[config.mk]
export PLATFORM = sky130hd
export DESIGN_NAME = alu_cmd_driver_flat
export DESIGN_NICKNAME = d
export VERILOG_FILES = /design/src/rtl/alu_pkg.sv /design/src/rtl/alu_cmd_driver_if.sv /design/src/rtl/alu_cmd_fifo.sv /design/src/rtl/alu_cmd_driver.sv /design/src/flat_wrapper.sv
export SDC_FILE = /design/constraint.sdc
export NUM_CORES = 1
export LEC_CHECK = 0
export ABC_AREA = 0
export CAP_MARGIN = 5
export CORE_MARGIN = 3
export CORE_UTILIZATION = 40
export CTS_CLUSTER_DIAMETER = 120
export DETAILED_ROUTE_END_ITERATION = 10
export SLEW_MARGIN = 10
export SYNTH_ARGS = -nofsm -noshare
export SYNTH_HDL_FRONTEND = slang
export SYNTH_SLANG_ARGS = --single-unit
[constraint.sdc]
create_clock -name clk -period 5.33 [get_ports clk]
set_input_delay 1.599 -clock clk [delete_from_list [all_inputs] [get_ports clk]]
set_output_delay 1.599 -clock clk [all_outputs]
set_load 0.005 [all_outputs]
[src/rtl/alu_pkg.sv]
// Shared ALU opcodes and driver FSM state encoding.
// No ports; imported by the driver and its bench.
package alu_pkg;

  localparam logic [1:0] ALU_ADD = 2'b00;
  localparam logic [1:0] ALU_SUB = 2'b01;
  localparam logic [1:0] ALU_AND = 2'b10;
  localparam logic [1:0] ALU_OR  = 2'b11;

  typedef enum logic [1:0] {
    ST_IDLE  = 2'b00,
    ST_DRIVE = 2'b01,
    ST_RESP  = 2'b10
  } state_e;

endpackage

[src/rtl/alu_cmd_driver_if.sv]
// Command stream, ALU operand bus and response stream of the driver.
// master: the driver block; slave: command source, ALU and consumer.
interface alu_cmd_driver_if #(
  parameter int WIDTH = 4
);

  logic             cmd_valid;
  logic             cmd_ready;
  logic [WIDTH-1:0] cmd_a;
  logic [WIDTH-1:0] cmd_b;
  logic [1:0]       cmd_sel;

  logic [WIDTH-1:0] alu_a;
  logic [WIDTH-1:0] alu_b;
  logic [1:0]       alu_sel;
  logic [WIDTH-1:0] alu_result;
  logic             alu_carry;

  logic             rsp_valid;
  logic             rsp_ready;
  logic [WIDTH-1:0] rsp_result;
  logic             rsp_carry;
  logic [1:0]       rsp_sel;

  modport master (
    input  cmd_valid, cmd_a, cmd_b, cmd_sel,
    output cmd_ready,
    output alu_a, alu_b, alu_sel,
    input  alu_result, alu_carry,
    output rsp_valid, rsp_result, rsp_carry, rsp_sel,
    input  rsp_ready
  );

  modport slave (
    output cmd_valid, cmd_a, cmd_b, cmd_sel,
    input  cmd_ready,
    input  alu_a, alu_b, alu_sel,
    output alu_result, alu_carry,
    input  rsp_valid, rsp_result, rsp_carry, rsp_sel,
    output rsp_ready
  );

endinterface

[src/rtl/alu_cmd_fifo.sv]
// Synchronous command FIFO, no bypass; extra pointer MSB tells full from empty.
// Ports: clk, rst, push_i/din_i, pop_i/dout_o, full_o, empty_o.
module alu_cmd_fifo #(
  parameter int DW    = 10,
  parameter int DEPTH = 4
) (
  input  logic          clk,
  input  logic          rst,
  input  logic          push_i,
  input  logic [DW-1:0] din_i,
  input  logic          pop_i,
  output logic [DW-1:0] dout_o,
  output logic          full_o,
  output logic          empty_o
);

  localparam int AW = $clog2(DEPTH);
  localparam int PW = AW + 1;

  logic [DW-1:0] mem_q [DEPTH];
  logic [AW:0]   wptr_q;
  logic [AW:0]   rptr_q;
  logic          do_push;
  logic          do_pop;

  assign full_o  = (wptr_q[AW] != rptr_q[AW]) &&
                   (wptr_q[AW-1:0] == rptr_q[AW-1:0]);
  assign empty_o = (wptr_q == rptr_q);
  assign do_push = push_i && !full_o;
  assign do_pop  = pop_i && !empty_o;
  assign dout_o  = mem_q[rptr_q[AW-1:0]];

  always_ff @(posedge clk) begin
    if (rst) begin
      wptr_q <= '0;
      rptr_q <= '0;
    end else begin
      if (do_push) wptr_q <= wptr_q + PW'(1);
      if (do_pop)  rptr_q <= rptr_q + PW'(1);
    end
  end

  always_ff @(posedge clk) begin
    if (do_push) mem_q[wptr_q[AW-1:0]] <= din_i;
  end

endmodule

[src/rtl/alu_cmd_driver.sv]
// ALU initiator: queues commands, drives ALU, waits SETTLE, returns results.
// Ports: clk, rst, bus (master), busy, op_count.
module alu_cmd_driver
  import alu_pkg::*;
#(
  parameter int WIDTH      = 4,
  parameter int FIFO_DEPTH = 4,
  parameter int SETTLE     = 1
) (
  input  logic                 clk,
  input  logic                 rst,
  alu_cmd_driver_if.master     bus,
  output logic                 busy,
  output logic [7:0]           op_count
);

  localparam int DW = 2 * WIDTH + 2;
  localparam int CW = (SETTLE > 1) ? $clog2(SETTLE) : 1;

  state_e           state_q, state_d;
  logic [CW-1:0]    settle_q, settle_d;
  logic [WIDTH-1:0] alu_a_q, alu_a_d;
  logic [WIDTH-1:0] alu_b_q, alu_b_d;
  logic [1:0]       alu_sel_q, alu_sel_d;
  logic             rsp_valid_q, rsp_valid_d;
  logic [WIDTH-1:0] rsp_result_q, rsp_result_d;
  logic             rsp_carry_q, rsp_carry_d;
  logic [1:0]       rsp_sel_q, rsp_sel_d;
  logic [7:0]       op_count_q, op_count_d;

  logic             fifo_full;
  logic             fifo_empty;
  logic             fifo_pop;
  logic             cmd_push;
  logic [DW-1:0]    fifo_dout;
  logic             logic_op;

  // Held low during reset so nothing is offered as accepted.
  assign bus.cmd_ready = !fifo_full && !rst;
  assign cmd_push      = bus.cmd_valid && bus.cmd_ready;

  alu_cmd_fifo #(
    .DW    (DW),
    .DEPTH (FIFO_DEPTH)
  ) u_fifo (
    .clk     (clk),
    .rst     (rst),
    .push_i  (cmd_push),
    .din_i   ({bus.cmd_sel, bus.cmd_a, bus.cmd_b}),
    .pop_i   (fifo_pop),
    .dout_o  (fifo_dout),
    .full_o  (fifo_full),
    .empty_o (fifo_empty)
  );

  // The ALU leaves carry undriven for logic ops.
  assign logic_op = (alu_sel_q == ALU_AND) || (alu_sel_q == ALU_OR);

  always_comb begin
    state_d      = state_q;
    settle_d     = settle_q;
    alu_a_d      = alu_a_q;
    alu_b_d      = alu_b_q;
    alu_sel_d    = alu_sel_q;
    rsp_valid_d  = rsp_valid_q;
    rsp_result_d = rsp_result_q;
    rsp_carry_d  = rsp_carry_q;
    rsp_sel_d    = rsp_sel_q;
    op_count_d   = op_count_q;
    fifo_pop     = 1'b0;
    unique case (state_q)
      ST_IDLE: begin
        if (!fifo_empty) begin
          fifo_pop = 1'b1;
          {alu_sel_d, alu_a_d, alu_b_d} = fifo_dout;
          settle_d = CW'(SETTLE - 1);
          state_d  = ST_DRIVE;
        end
      end
      ST_DRIVE: begin
        if (settle_q == '0) begin
          rsp_result_d = bus.alu_result;
          rsp_carry_d  = logic_op ? 1'b0 : bus.alu_carry;
          rsp_sel_d    = alu_sel_q;
          rsp_valid_d  = 1'b1;
          state_d      = ST_RESP;
        end else begin
          settle_d = settle_q - CW'(1);
        end
      end
      ST_RESP: begin
        if (bus.rsp_ready) begin
          rsp_valid_d = 1'b0;
          op_count_d  = op_count_q + 8'd1;
          state_d     = ST_IDLE;
        end
      end
      default: state_d = ST_IDLE;
    endcase
  end

  always_ff @(posedge clk) begin
    if (rst) begin
      state_q      <= ST_IDLE;
      settle_q     <= '0;
      alu_a_q      <= '0;
      alu_b_q      <= '0;
      alu_sel_q    <= '0;
      rsp_valid_q  <= 1'b0;
      rsp_result_q <= '0;
      rsp_carry_q  <= 1'b0;
      rsp_sel_q    <= '0;
      op_count_q   <= '0;
    end else begin
      state_q      <= state_d;
      settle_q     <= settle_d;
      alu_a_q      <= alu_a_d;
      alu_b_q      <= alu_b_d;
      alu_sel_q    <= alu_sel_d;
      rsp_valid_q  <= rsp_valid_d;
      rsp_result_q <= rsp_result_d;
      rsp_carry_q  <= rsp_carry_d;
      rsp_sel_q    <= rsp_sel_d;
      op_count_q   <= op_count_d;
    end
  end

  assign bus.alu_a      = alu_a_q;
  assign bus.alu_b      = alu_b_q;
  assign bus.alu_sel    = alu_sel_q;
  assign bus.rsp_valid  = rsp_valid_q;
  assign bus.rsp_result = rsp_result_q;
  assign bus.rsp_carry  = rsp_carry_q;
  assign bus.rsp_sel    = rsp_sel_q;
  assign op_count       = op_count_q;
  assign busy           = (state_q != ST_IDLE) || !fifo_empty;

endmodule

[src/flat_wrapper.sv]
// flat-port wrapper written by rule: the top's interface ports become plain ports
module alu_cmd_driver_flat import alu_pkg::*;
#(
  parameter int WIDTH      = 4,
  parameter int FIFO_DEPTH = 4,
  parameter int SETTLE     = 1
)
  (clk, rst, busy, op_count, bus_cmd_valid, bus_cmd_a, bus_cmd_b, bus_cmd_sel, bus_cmd_ready, bus_alu_a, bus_alu_b, bus_alu_sel, bus_alu_result, bus_alu_carry, bus_rsp_valid, bus_rsp_result, bus_rsp_carry, bus_rsp_sel, bus_rsp_ready);
  alu_cmd_driver_if #(.WIDTH(WIDTH)) bus_i ();
  input  logic clk;
  input  logic rst;
  output logic busy;
  output logic [7:0] op_count;
  input wire logic [$bits(bus_i.cmd_valid)-1:0] bus_cmd_valid;
  input wire logic [$bits(bus_i.cmd_a)-1:0] bus_cmd_a;
  input wire logic [$bits(bus_i.cmd_b)-1:0] bus_cmd_b;
  input wire logic [$bits(bus_i.cmd_sel)-1:0] bus_cmd_sel;
  output wire logic [$bits(bus_i.cmd_ready)-1:0] bus_cmd_ready;
  output wire logic [$bits(bus_i.alu_a)-1:0] bus_alu_a;
  output wire logic [$bits(bus_i.alu_b)-1:0] bus_alu_b;
  output wire logic [$bits(bus_i.alu_sel)-1:0] bus_alu_sel;
  input wire logic [$bits(bus_i.alu_result)-1:0] bus_alu_result;
  input wire logic [$bits(bus_i.alu_carry)-1:0] bus_alu_carry;
  output wire logic [$bits(bus_i.rsp_valid)-1:0] bus_rsp_valid;
  output wire logic [$bits(bus_i.rsp_result)-1:0] bus_rsp_result;
  output wire logic [$bits(bus_i.rsp_carry)-1:0] bus_rsp_carry;
  output wire logic [$bits(bus_i.rsp_sel)-1:0] bus_rsp_sel;
  input wire logic [$bits(bus_i.rsp_ready)-1:0] bus_rsp_ready;
  assign bus_i.cmd_valid = bus_cmd_valid;
  assign bus_i.cmd_a = bus_cmd_a;
  assign bus_i.cmd_b = bus_cmd_b;
  assign bus_i.cmd_sel = bus_cmd_sel;
  assign bus_cmd_ready = bus_i.cmd_ready;
  assign bus_alu_a = bus_i.alu_a;
  assign bus_alu_b = bus_i.alu_b;
  assign bus_alu_sel = bus_i.alu_sel;
  assign bus_i.alu_result = bus_alu_result;
  assign bus_i.alu_carry = bus_alu_carry;
  assign bus_rsp_valid = bus_i.rsp_valid;
  assign bus_rsp_result = bus_i.rsp_result;
  assign bus_rsp_carry = bus_i.rsp_carry;
  assign bus_rsp_sel = bus_i.rsp_sel;
  assign bus_i.rsp_ready = bus_rsp_ready;
  alu_cmd_driver #(.WIDTH(WIDTH), .FIFO_DEPTH(FIFO_DEPTH), .SETTLE(SETTLE)) u_core (.clk(clk), .rst(rst), .bus(bus_i), .busy(busy), .op_count(op_count));
endmodule
Yosys cells after proc, flatten, opt, wreduce, memory -nomap -nowiden --
Memory sizes are Yosys's and may differ from the RTL's. A register that Yosys moved wholly into a read port is not among the register bits. Index checks and enable logic that the tools add are counted. W data, S select, Z words.
Word-level totals: bits in registers 25, RAM bits 40, input bits 19, output and inout port bits 28, word-level logic and storage cells 61, memories 1
Memory list:
- u_core.u_fifo.mem_q | words 4, width 10, rd ports 1, clocked after memory_dff 1, wr ports 1, line alu_cmd_fifo.sv:20 | logic [DW-1:0] mem_q [DEPTH];
Cells by class: add/sub/neg operators 4, equal/unequal tests 10, muxes and demuxes 15, bitwise operators 2, reduce and logical (&&, ||, !) cells 20
Operators by type and width (number):
- $mux W1 | 9
- $add A8 B1 Y8 const B | 1
- $reduce_and A2 Y1 | 4
- $add A3 B1 Y3 const B | 2
- $eq A2 B2 Y1 const B | 3
- $mux W2 | 3
- $ne A2 B2 Y1 const B | 3
- $pmux W2 S3 | 1
- $reduce_and A3 Y1 | 2
- $reduce_bool A2 Y1 | 3
- $logic_and A1 B1 Y1 | 5
- $pmux W1 S2 | 2
- $eq A3 B3 Y1 | 1
- $logic_not A1 Y1 | 3
- $eq A2 B1 Y1 const B | 1
- $eq A2 B2 Y1 | 1
- $logic_not A2 Y1 | 1
- $logic_or A1 B1 Y1 | 2
- $not A1 Y1 | 2
- $ne A1 B1 Y1 | 1
- $sub A1 B1 Y1 const B | 1

Logic depth before layout (Yosys ltp) --
word-level depth 8, gate-level depth with buffers 6

Hierarchy --
Synthesis repeated with hierarchy kept, for this count alone.
Second synthesis, totals: cells, all modules 250, area, all modules 3104.2 um^2
By module, submodules not included:
- alu_cmd_fifo | instances 1, cells an instance 120, area an instance 2016.9 um^2, sequential area each 1361.3 um^2
- alu_cmd_driver | instances 1, cells an instance 130, area an instance 1087.3 um^2, sequential area each 560.5 um^2

Least setup slack after synthesis --
Ideal clock, no wire load.
kind input to output, start in rst, end out bus_cmd_ready, data arrival time 2.194 ns, path slack 1.537 ns, stages on the path 3, path buffers 2, cell sequence clkbuf_1 > clkbuf_1 > a31oi_1
On the way: longest elaborated chain between the ends 2
RTL lines:
- from (decl) | line flat_wrapper.sv:11 | input logic rst;
- $logic_not A1 Y1 | line alu_cmd_driver.sv:39 | assign bus.cmd_ready = !fifo_full && !rst;
- $logic_and A1 B1 Y1 | line alu_cmd_driver.sv:39
- to (decl) | line flat_wrapper.sv:18 | output wire logic [$bits(bus_i.cmd_ready)-1:0] bus_cmd_ready;
No other way between the ends.

Final worst setup path --
Same ends and word-level chain as after synthesis.

==> out/metrics.csv <==
stage,metric,value,unit
run_status,outcome,"finished, final reports clean",
detailed_routing,1st-iter DRT viols,56,
timing,Achievable Freq,0.2343,GHz
global_routing,vias in the first global route,1890,
setup_path,CP Capture Type,output port,
timing,slew margin rel.,56.29,%
place,GPL Wtd Cong,0.6408,
finish,most frequent cells in the layout,"clkdlybuf4s50_1 (46), edfxtp_1 (40), dfxtp_1 (34)",
place,port buffer count,46,
clocking,Post-CTS Setup Bufs,0,
timing,unrepaired setup endpoints after global routing,no,
timing,fin crit period,4.269,ns
yosys,asr flop ratio synth,0,%
yosys,sequential area share after synthesis,58.75,%
timing,Final Hold Fails,0,
die,Site Rows,32,
yosys,Synth Cell Area,3203,µm²
power_and_ir_drop,switching share of power,27.96,%
global_routing,first-pass GRT wire length,9.549,mm
timing,# setup viols final,0,
die,core area,7767,µm²
yosys,Yosys reg bits,74,
clocking,H-tree levels,3,
yosys,ys flop type,edfxtp_1,
clocking,root buf cell,clkbuf_8,
finish,Util after Layout,51.16,%
setup_path,Setup CP Type,input port to output port,
detailed_routing,vias,1961,
setup_path,reg2reg start,u_core.u_fifo.rptr_q[1],
global_routing,largest net degree at the start of global routing,56,
detailed_routing,Routed WL per cell,15.22,µm
die,Die Width,95.49,µm
global_routing,initial antenna violation count,0,
run,max-cap violations,0,
die,die span in y,95.49,µm
power_and_ir_drop,Pwr Density,451.2,nW/µm²
global_routing,gr usage total,14.09,%
setup_path,worst path arrival time,2.67,ns
detailed_routing,DRT Pass-1 Iters,5,
power_and_ir_drop,LEAKAGE,1.414,nW
setup_path,critical path data required time,3.73,ns
detailed_routing,antenna-violating nets left,0,
hold_path,Worst Hold Launch,u_core.bus.rsp_result[0],
power_and_ir_drop,Sw Pwr,0.0005012,W
die,Initial Util,41.24,%
die,I/O pins,47,
clocking,clock transition at the registers of the reported paths,0.07,ns
power_and_ir_drop,part of the power in combinational logic,29.4,%
finish,"commonest non-fill, non-tap cell in the layout",clkdlybuf4s50_1,
yosys,Syn. warnings,0,
timing,Tcrit/Tclk final,80.09,%
yosys,Synth cell types,43,
finish,Antenna Cells,0,
clocking,CTS Buf Count,9,
power_and_ir_drop,worst IR drop on VDD,0.0002129,V
yosys,Post-Synthesis Cells,235,
finish,final net count,308,
clocking,Clock Path Buffers,2,
yosys,count of flip-flops with a built-in enable after synthesis,40,
detailed_routing,DRT Wirelength,5.934,mm
timing,max-slew violations,0,
yosys,"Net Count, Synth",260,
timing,Least-Margin Pin Slew,0.6547,ns
hold_path,Hold Path Class,register to register,
finish,"Area growth, synth to finish",24.06,%
detailed_routing,vias per inst,5.028,
setup_path,worst setup path startpoint,rst,
setup_path,startpoint types,input port,
place,hpwl dp,3.892,mm
power_and_ir_drop,Power Internal,0.001292,W
clocking,hold_buf cts,0,
power_and_ir_drop,Clock power frac,28.5,%
clocking,cts repair resizes,0,
yosys,Avg Synthesized Cell Area,13.63,µm²
power_and_ir_drop,power share of the sequential group,42.1,%
timing,clk_skew,0.005512,ns
global_routing,grt ovf,0,
timing,Fin Setup TNS,0,ns
clocking,CTS tree,done,
detailed_routing,Post-route DRC,0,
clocking,clk sink count,74,
finish,share of cells above drive strength 1,9.375,%
die,die area,9117,µm²
clocking,insertion delay to the later sink of the worst-skew pair,0.34,ns
setup_path,crit-path max FO,2,
critical path, cell delays in order:
cell and delay, ns:
clkdlybuf4s50_1 0.42, a31oi_1 0.14, clkdlybuf4s50_1 0.52
registers in the layout (all words and copies together), names as in the netlist, 2 cells and up:
| register | flops |
|---|---|
| u_core.bus.alu_sel | 2 |
| u_core.bus.rsp_result | 4 |
| u_core.bus.rsp_sel | 2 |
| u_core.u_fifo.wptr_q | 3 |
| u_core.op_count | 8 |
| u_core.u_fifo.mem_q | 40 |
| u_core.state_q | 2 |
| u_core.u_fifo.rptr_q | 3 |
| u_core.bus.alu_a | 4 |
| u_core.bus.alu_b | 4 |
synthesized netlist by cell type, types with 2 or more instances:
master     n  area, µm²
nand2b_1  26      162.7
nand2_1   17      63.81
mux4_2     3      67.56
nor2b_1    3      18.77
edfxtp_1  40       1201
nand4_1    2      12.51
mux4_1     7      183.9
and4b_1    3      30.03
nor2_1     8      30.03
xor2_1     4      35.03
o31ai_1    4      30.03
a21oi_1   15      75.07
ha_1       6      75.07
nand3_1    3      15.01
mux2i_1   13      130.1
mux2_4     2      30.03
xnor2_1    3      26.28
nor3_1     2      10.01
nand3b_1   2      15.01
a211o_1    2      17.52
clkbuf_1   7      26.28
buf_2      2      10.01
inv_1      5      18.77
or4_1      4      30.03
dfxtp_1   34      680.7
layer usage:
layer	wire (µm)	up-vias	track usage (%)
met2	2817	47	22.62
met4	93	0	5.332
met5	0	-	0
met1	2698	941	17.70
li1	-	964	-
met3	324	9	4.657
stage by stage:
step	setup slack, ns	power [W]	std cells	hold WS [ns]	cell area [µm²]
3_5_place_dp	1.053	0.001306	374	0.4468	3739
2_1_floorplan	1.537	0.001108	235	0.4483	3203
3_3_place_gp	1.058	0.001300	374	0.4410	3739
5_1_grt	1.005	0.001894	390	0.4793	3974
4_1_cts	1.053	0.001825	390	0.4571	3974
6_report	1.061	0.001793	390	0.4528	3974
final cells by class:
| class | count | area (µm²) |
|---|---|---|
| multi-input combinational | 144 | 1227 |
| inverter | 5 | 18.77 |
| clock inverter | 5 | 103.9 |
| tap | 102 | 127.6 |
| timing repair buffer | 49 | 483.0 |
| sequential | 74 | 1882 |
| clock buffer | 11 | 131.4 |
| fill | 699 | 3794 |
power by group through the flow:
stage          Clock (W)  Combinational (W)  Sequential [W]
2_1_floorplan          0           0.000364        0.000744
3_3_place_gp           0           0.000531        0.000768
3_5_place_dp           0           0.000538        0.000768
4_1_cts         0.000529           0.000540        0.000756
5_1_grt         0.000548           0.000579        0.000768
6_report        0.000511           0.000528        0.000754
path summary, 6_finish.rpt:
path | to | slack, ns | depth (start not counted)
max | bus_cmd_ready | 1.06 | 3
min | u_core.bus.rsp_result[0] | 0.45 | 2
max reg2reg | u_core.u_fifo.mem_q[0][1] | 3.00 | 3
min reg2reg | u_core.bus.rsp_result[0] | 0.45 | 2
cells by family (layout without fill, tap and decap cells):
| family | count (synthesis) | after routing | share of synthesized area (%) |
|---|---|---|---|
| AO/OA/AOI/OAI | 28 | 28 | 5.977 |
| flip-flops | 74 | 74 | 58.75 |
| XOR/XNOR | 8 | 8 | 2.774 |
| AND/OR/NAND/NOR | 77 | 77 | 14.38 |
| adder cells (fa/ha/maj) | 6 | 6 | 2.344 |
| buffers and inverters | 17 | 70 | 2.930 |
| multiplexers | 25 | 25 | 12.85 |
Note: power is estimated with default switching activity, not from simulation.
